### src/rtl/layer_pkg.sv
// ============================================================================
// Module      : layer_pkg
// Description : Shared defaults and FSM encoding for the layer output packer.
// Revision    : 1.0 - initial release
// ============================================================================
`default_nettype none

package layer_pkg;

    localparam int c_dw_default         = 16;
    localparam int c_m_default          = 16;
    localparam int c_m2_default         = 64;
    localparam int c_addr_width_default = 10;

    typedef enum logic [1:0] {
        IDLE = 2'd0,
        FILL = 2'd1,
        DONE = 2'd2
    } packer_state_t;

endpackage : layer_pkg

`default_nettype wire

### src/rtl/layer_out_packer_pack_slot_reg.sv
// ============================================================================
// Module      : pack_slot_reg
// Description : Staging register and slot counter that gathers M-wide beats
//               into one M2-wide word; optional ReLU under PACKER_RELU_EN.
// Revision    : 1.0 - initial release
// ============================================================================
`default_nettype none

module pack_slot_reg
    import layer_pkg::*;
#(
    parameter int M  = c_m_default,
    parameter int M2 = c_m2_default,
    parameter int DW = c_dw_default
) (
    input  logic             clk,
    input  logic             rst,
    input  logic             i_clear,
    input  logic             i_capture,
    input  logic [M*DW-1:0]  i_beat,
    output logic [M2*DW-1:0] o_next_word,
    output logic             o_word_last
);

    localparam int SLOTS = M2 / M;
    localparam int SW    = (SLOTS > 1) ? $clog2(SLOTS) : 1;
    localparam logic [SW-1:0] c_last_slot = SW'(SLOTS - 1);

    logic [M2*DW-1:0] r_stage;
    logic [SW-1:0]    r_slot;
    logic [M*DW-1:0]  w_beat;

`ifdef PACKER_RELU_EN
    for (genvar k = 0; k < M; k++) begin : g_relu
        assign w_beat[k*DW +: DW] = i_beat[k*DW + DW - 1] ? '0 : i_beat[k*DW +: DW];
    end
`else
    assign w_beat = i_beat;
`endif

    // Staged word with the current beat merged in, so the top can register
    // the complete word on the same edge that captures the last slot.
    always_comb begin
        o_next_word = r_stage;
        o_next_word[r_slot*M*DW +: M*DW] = w_beat;
    end

    assign o_word_last = i_capture && (r_slot == c_last_slot);

    always_ff @(posedge clk or negedge rst) begin
        if (!rst) begin
            r_stage <= '0;
            r_slot  <= '0;
        end else if (i_clear) begin
            r_slot <= '0;
        end else if (i_capture) begin
            r_stage <= o_next_word;
            r_slot  <= (r_slot == c_last_slot) ? '0 : r_slot + 1'b1;
        end
    end

endmodule : pack_slot_reg

`default_nettype wire

### src/rtl/layer_out_packer.sv
// ============================================================================
// Module      : layer_out_packer
// Description : Packs adder-tree result beats into BRAM words for the next
//               layer. Define PACKER_RELU_EN to clamp negative values to 0.
// Revision    : 1.0 - initial release
// ============================================================================
`default_nettype none

module layer_out_packer
    import layer_pkg::*;
#(
    parameter int M           = c_m_default,
    parameter int M2          = c_m2_default,
    parameter int DW          = c_dw_default,
    parameter int ADDR_WIDTH  = c_addr_width_default,
    parameter int FRAME_WORDS = 784
) (
    input  logic                  clk,
    input  logic                  rst,
    input  logic                  start,
    input  logic                  load,
    input  logic [M*DW-1:0]       out_layer,
    output logic [M2*DW-1:0]      BRAM_wr_data,
    output logic [ADDR_WIDTH-1:0] BRAM_wr_addr,
    output logic                  BRAM_WE,
    output logic                  busy,
    output logic                  frame_done,
    output logic                  drop_err
);

    localparam logic [ADDR_WIDTH-1:0] c_last_addr = ADDR_WIDTH'(FRAME_WORDS - 1);

    packer_state_t         r_state;
    logic [M2*DW-1:0]      r_wr_data;
    logic [ADDR_WIDTH-1:0] r_addr;
    logic                  r_we;
    logic                  r_busy;
    logic                  r_frame_done;
    logic                  r_drop_err;

    logic                  w_capture;
    logic                  w_word_last;
    logic [M2*DW-1:0]      w_next_word;

    // start takes priority: a beat arriving with start is discarded.
    assign w_capture = load && (r_state == FILL) && !start;

    pack_slot_reg #(
        .M  (M),
        .M2 (M2),
        .DW (DW)
    ) u_pack_slot_reg (
        .clk         (clk),
        .rst         (rst),
        .i_clear     (start),
        .i_capture   (w_capture),
        .i_beat      (out_layer),
        .o_next_word (w_next_word),
        .o_word_last (w_word_last)
    );

    always_ff @(posedge clk or negedge rst) begin
        if (!rst) begin
            r_state      <= IDLE;
            r_wr_data    <= '0;
            r_addr       <= '0;
            r_we         <= 1'b0;
            r_busy       <= 1'b0;
            r_frame_done <= 1'b0;
            r_drop_err   <= 1'b0;
        end else begin
            r_we         <= 1'b0;
            r_frame_done <= 1'b0;
            if (start) begin
                r_state    <= FILL;
                r_busy     <= 1'b1;
                r_addr     <= '0;
                r_drop_err <= 1'b0;
            end else begin
                case (r_state)
                    IDLE: begin
                        if (load) r_drop_err <= 1'b1;
                    end
                    FILL: begin
                        if (w_word_last) begin
                            r_wr_data <= w_next_word;
                            r_we      <= 1'b1;
                        end
                        // The edge that ends a write advances the address.
                        if (r_we) begin
                            r_addr <= r_addr + 1'b1;
                            if (r_addr == c_last_addr) begin
                                r_state      <= DONE;
                                r_busy       <= 1'b0;
                                r_frame_done <= 1'b1;
                            end
                        end
                    end
                    DONE: begin
                        if (load) r_drop_err <= 1'b1;
                        r_state <= IDLE;
                    end
                    default: begin
                        r_state <= IDLE;
                        r_busy  <= 1'b0;
                    end
                endcase
            end
        end
    end

    assign BRAM_wr_data = r_wr_data;
    assign BRAM_wr_addr = r_addr;
    assign BRAM_WE      = r_we;
    assign busy         = r_busy;
    assign frame_done   = r_frame_done;
    assign drop_err     = r_drop_err;

endmodule : layer_out_packer

`default_nettype wire

### config.mk
export PLATFORM = sky130hd
export DESIGN_NAME = layer_out_packer
export DESIGN_NICKNAME = d
export VERILOG_FILES = /design/src/rtl/layer_pkg.sv /design/src/rtl/layer_out_packer_pack_slot_reg.sv /design/src/rtl/layer_out_packer.sv
export SDC_FILE = /design/constraint.sdc
export NUM_CORES = 2
export LEC_CHECK = 0
export CAP_MARGIN = 20
export CORE_AREA = 2 2 499 501
export DETAILED_ROUTE_END_ITERATION = 12
export DIE_AREA = 0 0 501 503
export PLACE_DENSITY = 0.57
export SETUP_SLACK_MARGIN = 0.2
export SLEW_MARGIN = 20
export SYNTH_ARGS = -nofsm -noshare
export SYNTH_HDL_FRONTEND = slang
export SYNTH_SLANG_ARGS = --single-unit
### constraint.sdc
create_clock -name clk -period 2.8 [get_ports clk]
set_clock_uncertainty 0.2 [all_clocks]
set_input_delay 0.42 -clock clk [delete_from_list [all_inputs] [get_ports clk]]
set_output_delay 0.42 -clock clk [all_outputs]
set_load 0.005 [all_outputs]
==> results_dict.tcl <==
set metrics [dict create \
    status "finished clean" \
    hold_path_class "in -> reg" \
    synthToLayoutAreaGrowth_pct 37.2 \
    routedWlPerCell_um 30.2 \
    finalHoldViolations 0 \
    synth_top_flop_cell "dfrtp_1" \
    routed_wl_mm 320 \
    crit_path_start_kind "flip-flop" \
    slowest_stage "clkdlybuf4s50_1" \
    die_x_um 501 \
    yosys.area.top_type "dfrtp_1" \
    max_stage_delay_ps 560 \
    power.switching_fraction_pct 28.9 \
    yosysMostFrequentCell "dfrtp_1" \
    crit_family "buffers and inverters" \
    grt_usage_pct 24.4 \
    globalRouteOverflowTotal 0 \
    worst_ir_drop_vdd_v 0.000540 \
    vias_per_cell 5.58 \
    count_of_placed_standard_cells_in_the_final_layout_fillers_left_out 10600 \
    tritoncts "built" \
    port_buffers 1297 \
    end_kind "output port" \
    ant_nets 0 \
    worstSkewPairLatency_ps 880 \
    critical_path_depth 1 \
    finish.instance_area_um2 97100 \
    dr_total_vias 59200 \
    pwr-share-clk_pct 36.4 \
    final_core_util_pct 39.3 \
    synth-seq-cells 1810 \
    hold_slack_ps 139 \
    cts-buffers-inserted 193 \
    number_of_global_route_vias_before_repair 58100 \
    ctsHtreeMaxLevel 4 \
    synth.avg_cell_area_um2 11.7 \
    clk_root_buffer_cell "clkbuf_16" \
    ctsLongestPathBuffers 3 \
    drt_first_pass_iters 6 \
    worst_slew_margin_rel_pct 24.8 \
    grt_max_degree 136 \
    maxSlewViolCount 0 \
    detailed_place_hpwl_mm 219 \
    route.detailed.drc 0 \
    synth_top_cells_by_area "dfrtp_1 (64%), a22o_1 (13%), a221oi_1 (9.5%), nor2_1 (8.2%), buf_2 (1.8%)" \
    placementRows 183 \
    clk_pin_slew_worst_paths_ps 60 \
    async_reset_ff_share_pct 100 \
    synth_cell_type_count 40 \
    die_h_um 503 \
    pin_count 1298 \
    timing.reg2reg.worst_path_depth 6 \
    place_area_um2 89700 \
    worstPathMaxFanout 2 \
    timing.hold.worst_path_depth 2 \
    ys_seq_area_share_pct 64.0 \
    synth-edff-count 0 \
    core_area_um2 247000 \
    num-nets-final 7467 \
    power.leakage_nw 44.7 \
    cp_data_arrival_time_ps 1910 \
    grt_antenna_before_repair 49 \
    rsz0062_at_grt "yes" \
    totalPowerFinal_mw 74.0 \
    dpl.cell_count 10200 \
    setup_viol_count_final 0 \
    cap_viol_max_count 0 \
    timing.critical_path.required_ps 2180 \
    cp_num_buf_inv 1 \
    synth_common_cells "dfrtp_1 (1,810), nor2_1 (1,547), a22o_1 (1,024)" \
    p_int_mw 52.6 \
    clock-sinks 1810 \
    power.density_cell_area_nw_per_um2 761 \
    tightestPinTransition_ps 1130 \
    design.die.area_um2 252000 \
    synth_fp_nets 6323 \
    synth.cell_area_um2 70800 \
    net-switching-power_mw 21.4 \
    layout-drive-gt1-share_pct 11.3 \
    tcrit_tclk_final_pct 90.4 \
    yosys_warnings 0 \
    comb_power_share_pct 19.0 \
    grt_first_pass_wirelength_mm 448 \
    max_freq_mhz 395 \
    num-fill-cells 23400 \
    drtIter0Drc 6489 \
    initial_core_util_pct 28.7 \
    final.min_clock_period_ps 2530 \
    post_synth_inst_count 6057 \
    netlist.area_leader.share_pct 64.0 \
    path_cells "clkdlybuf4s50_1" \
    power_frac_seq_pct 44.6 \
    criticalPathCategory "reg -> out" \
    place_congestion 0.886 \
]
metal layers:
metal  global-route usage, %  vias up  wire (µm)
met3                    6.58      590      31500
met5                       0        -        140
met1                    32.2    30800     128000
li1                        -    24500          -
met4                    12.1       20      17100
met2                    36.8     3387     143000
cells by family after synthesis:
group                      after synthesis  share of synthesized area (%)
xor gates and xnor gates                 7                         0.0866
and+or+nand+nor                       1594                           8.62
AOI/OAI and AO/OA                     1801                           22.2
buffers and inverters                  838                           4.95
adders and majority gates                6                          0.106
muxes                                    1                         0.0141
DFF                                   1810                           64.0
flip-flops by register name, indices dropped and copies added (netlist names), 2 cells and up:
register                 count
BRAM_wr_addr                10
u_pack_slot_reg.r_slot       2
r_state                      2
u_pack_slot_reg.r_stage    768
BRAM_wr_data              1024
worst paths after layout:
check	start	to	slack [ps]
min in group asynchronous	rst	BRAM_wr_data[147]$_DFFE_PN0P_	230
max in group asynchronous	rst	u_pack_slot_reg.r_stage[212]$_DFFE_PN0P_	1380
worst max-delay path	BRAM_wr_data[495]$_DFFE_PN0P_	BRAM_wr_data[495]	270
worst min register to register	BRAM_wr_data[521]$_DFFE_PN0P_	BRAM_wr_data[521]$_DFFE_PN0P_	290
worst min-delay path	out_layer[85]	BRAM_wr_data[853]$_DFFE_PN0P_	140
worst max register to register	u_pack_slot_reg.r_slot[0]$_DFFE_PN0P_	BRAM_wr_data[617]$_DFFE_PN0P_	300
final cells by class:
cell class	instances	area (µm²)	area share (%)
Tap cell	3237	4050	4.17
Inverter	7	56.3	0.0580
Sequential cell	1810	45300	46.6
Multi-Input combinational cell	3409	22100	22.8
Clock inverter	70	1050	1.08
Clock buffer	279	5640	5.81
Antenna cell	26	65.1	0.0670
Timing Repair Buffer	1780	18900	19.4
what timing repair did:
action                     in CTS  in global routing
pin swaps                       2                  4
hold endpoints to repair     1435                  0
gates resized for setup        54                 23
cloned                          4                  8
hold buffers                    2                  0
setup endpoints to repair     381                402
buffers inserted               11                  8
cells in the final DEF, fill, tap and decap left out, types with 5 or more instances in the layout:
master	instances
a21oi_1	5
a221oi_1	766
clkinvlp_4	5
clkbuf_16	202
clkinv_2	31
clkbuf_8	47
dlygate4sd2_1	36
a22o_1	1024
buf_16	10
buf_12	149
clkdlybuf4s50_1	1256
diode_2	26
buf_4	307
clkinv_16	9
nor2_1	1545
dfrtp_2	13
nand2_1	6
dfrtp_1	1797
bufinv_16	15
buf_6	7
clkbuf_1	38
through the flow:
step,worst slack [ps],setup TNS [ps]
detailed placement,-327,-33610
floorplan,323,0
finish,268,0
CTS,174,0
global route,193,0
global placement,-430,-52110
power by group through the flow:
stage,registers (mW),logic [mW],clock network (mW)
2_1_floorplan,32.2,4.13,0
3_3_place_gp,33.2,13.9,0
3_5_place_dp,33.2,14.1,0
4_1_cts,32.9,14.1,27.4
5_1_grt,33.2,15.1,28.5
6_report,33.0,14.0,26.9
Power figures use the tool's default switching activity.
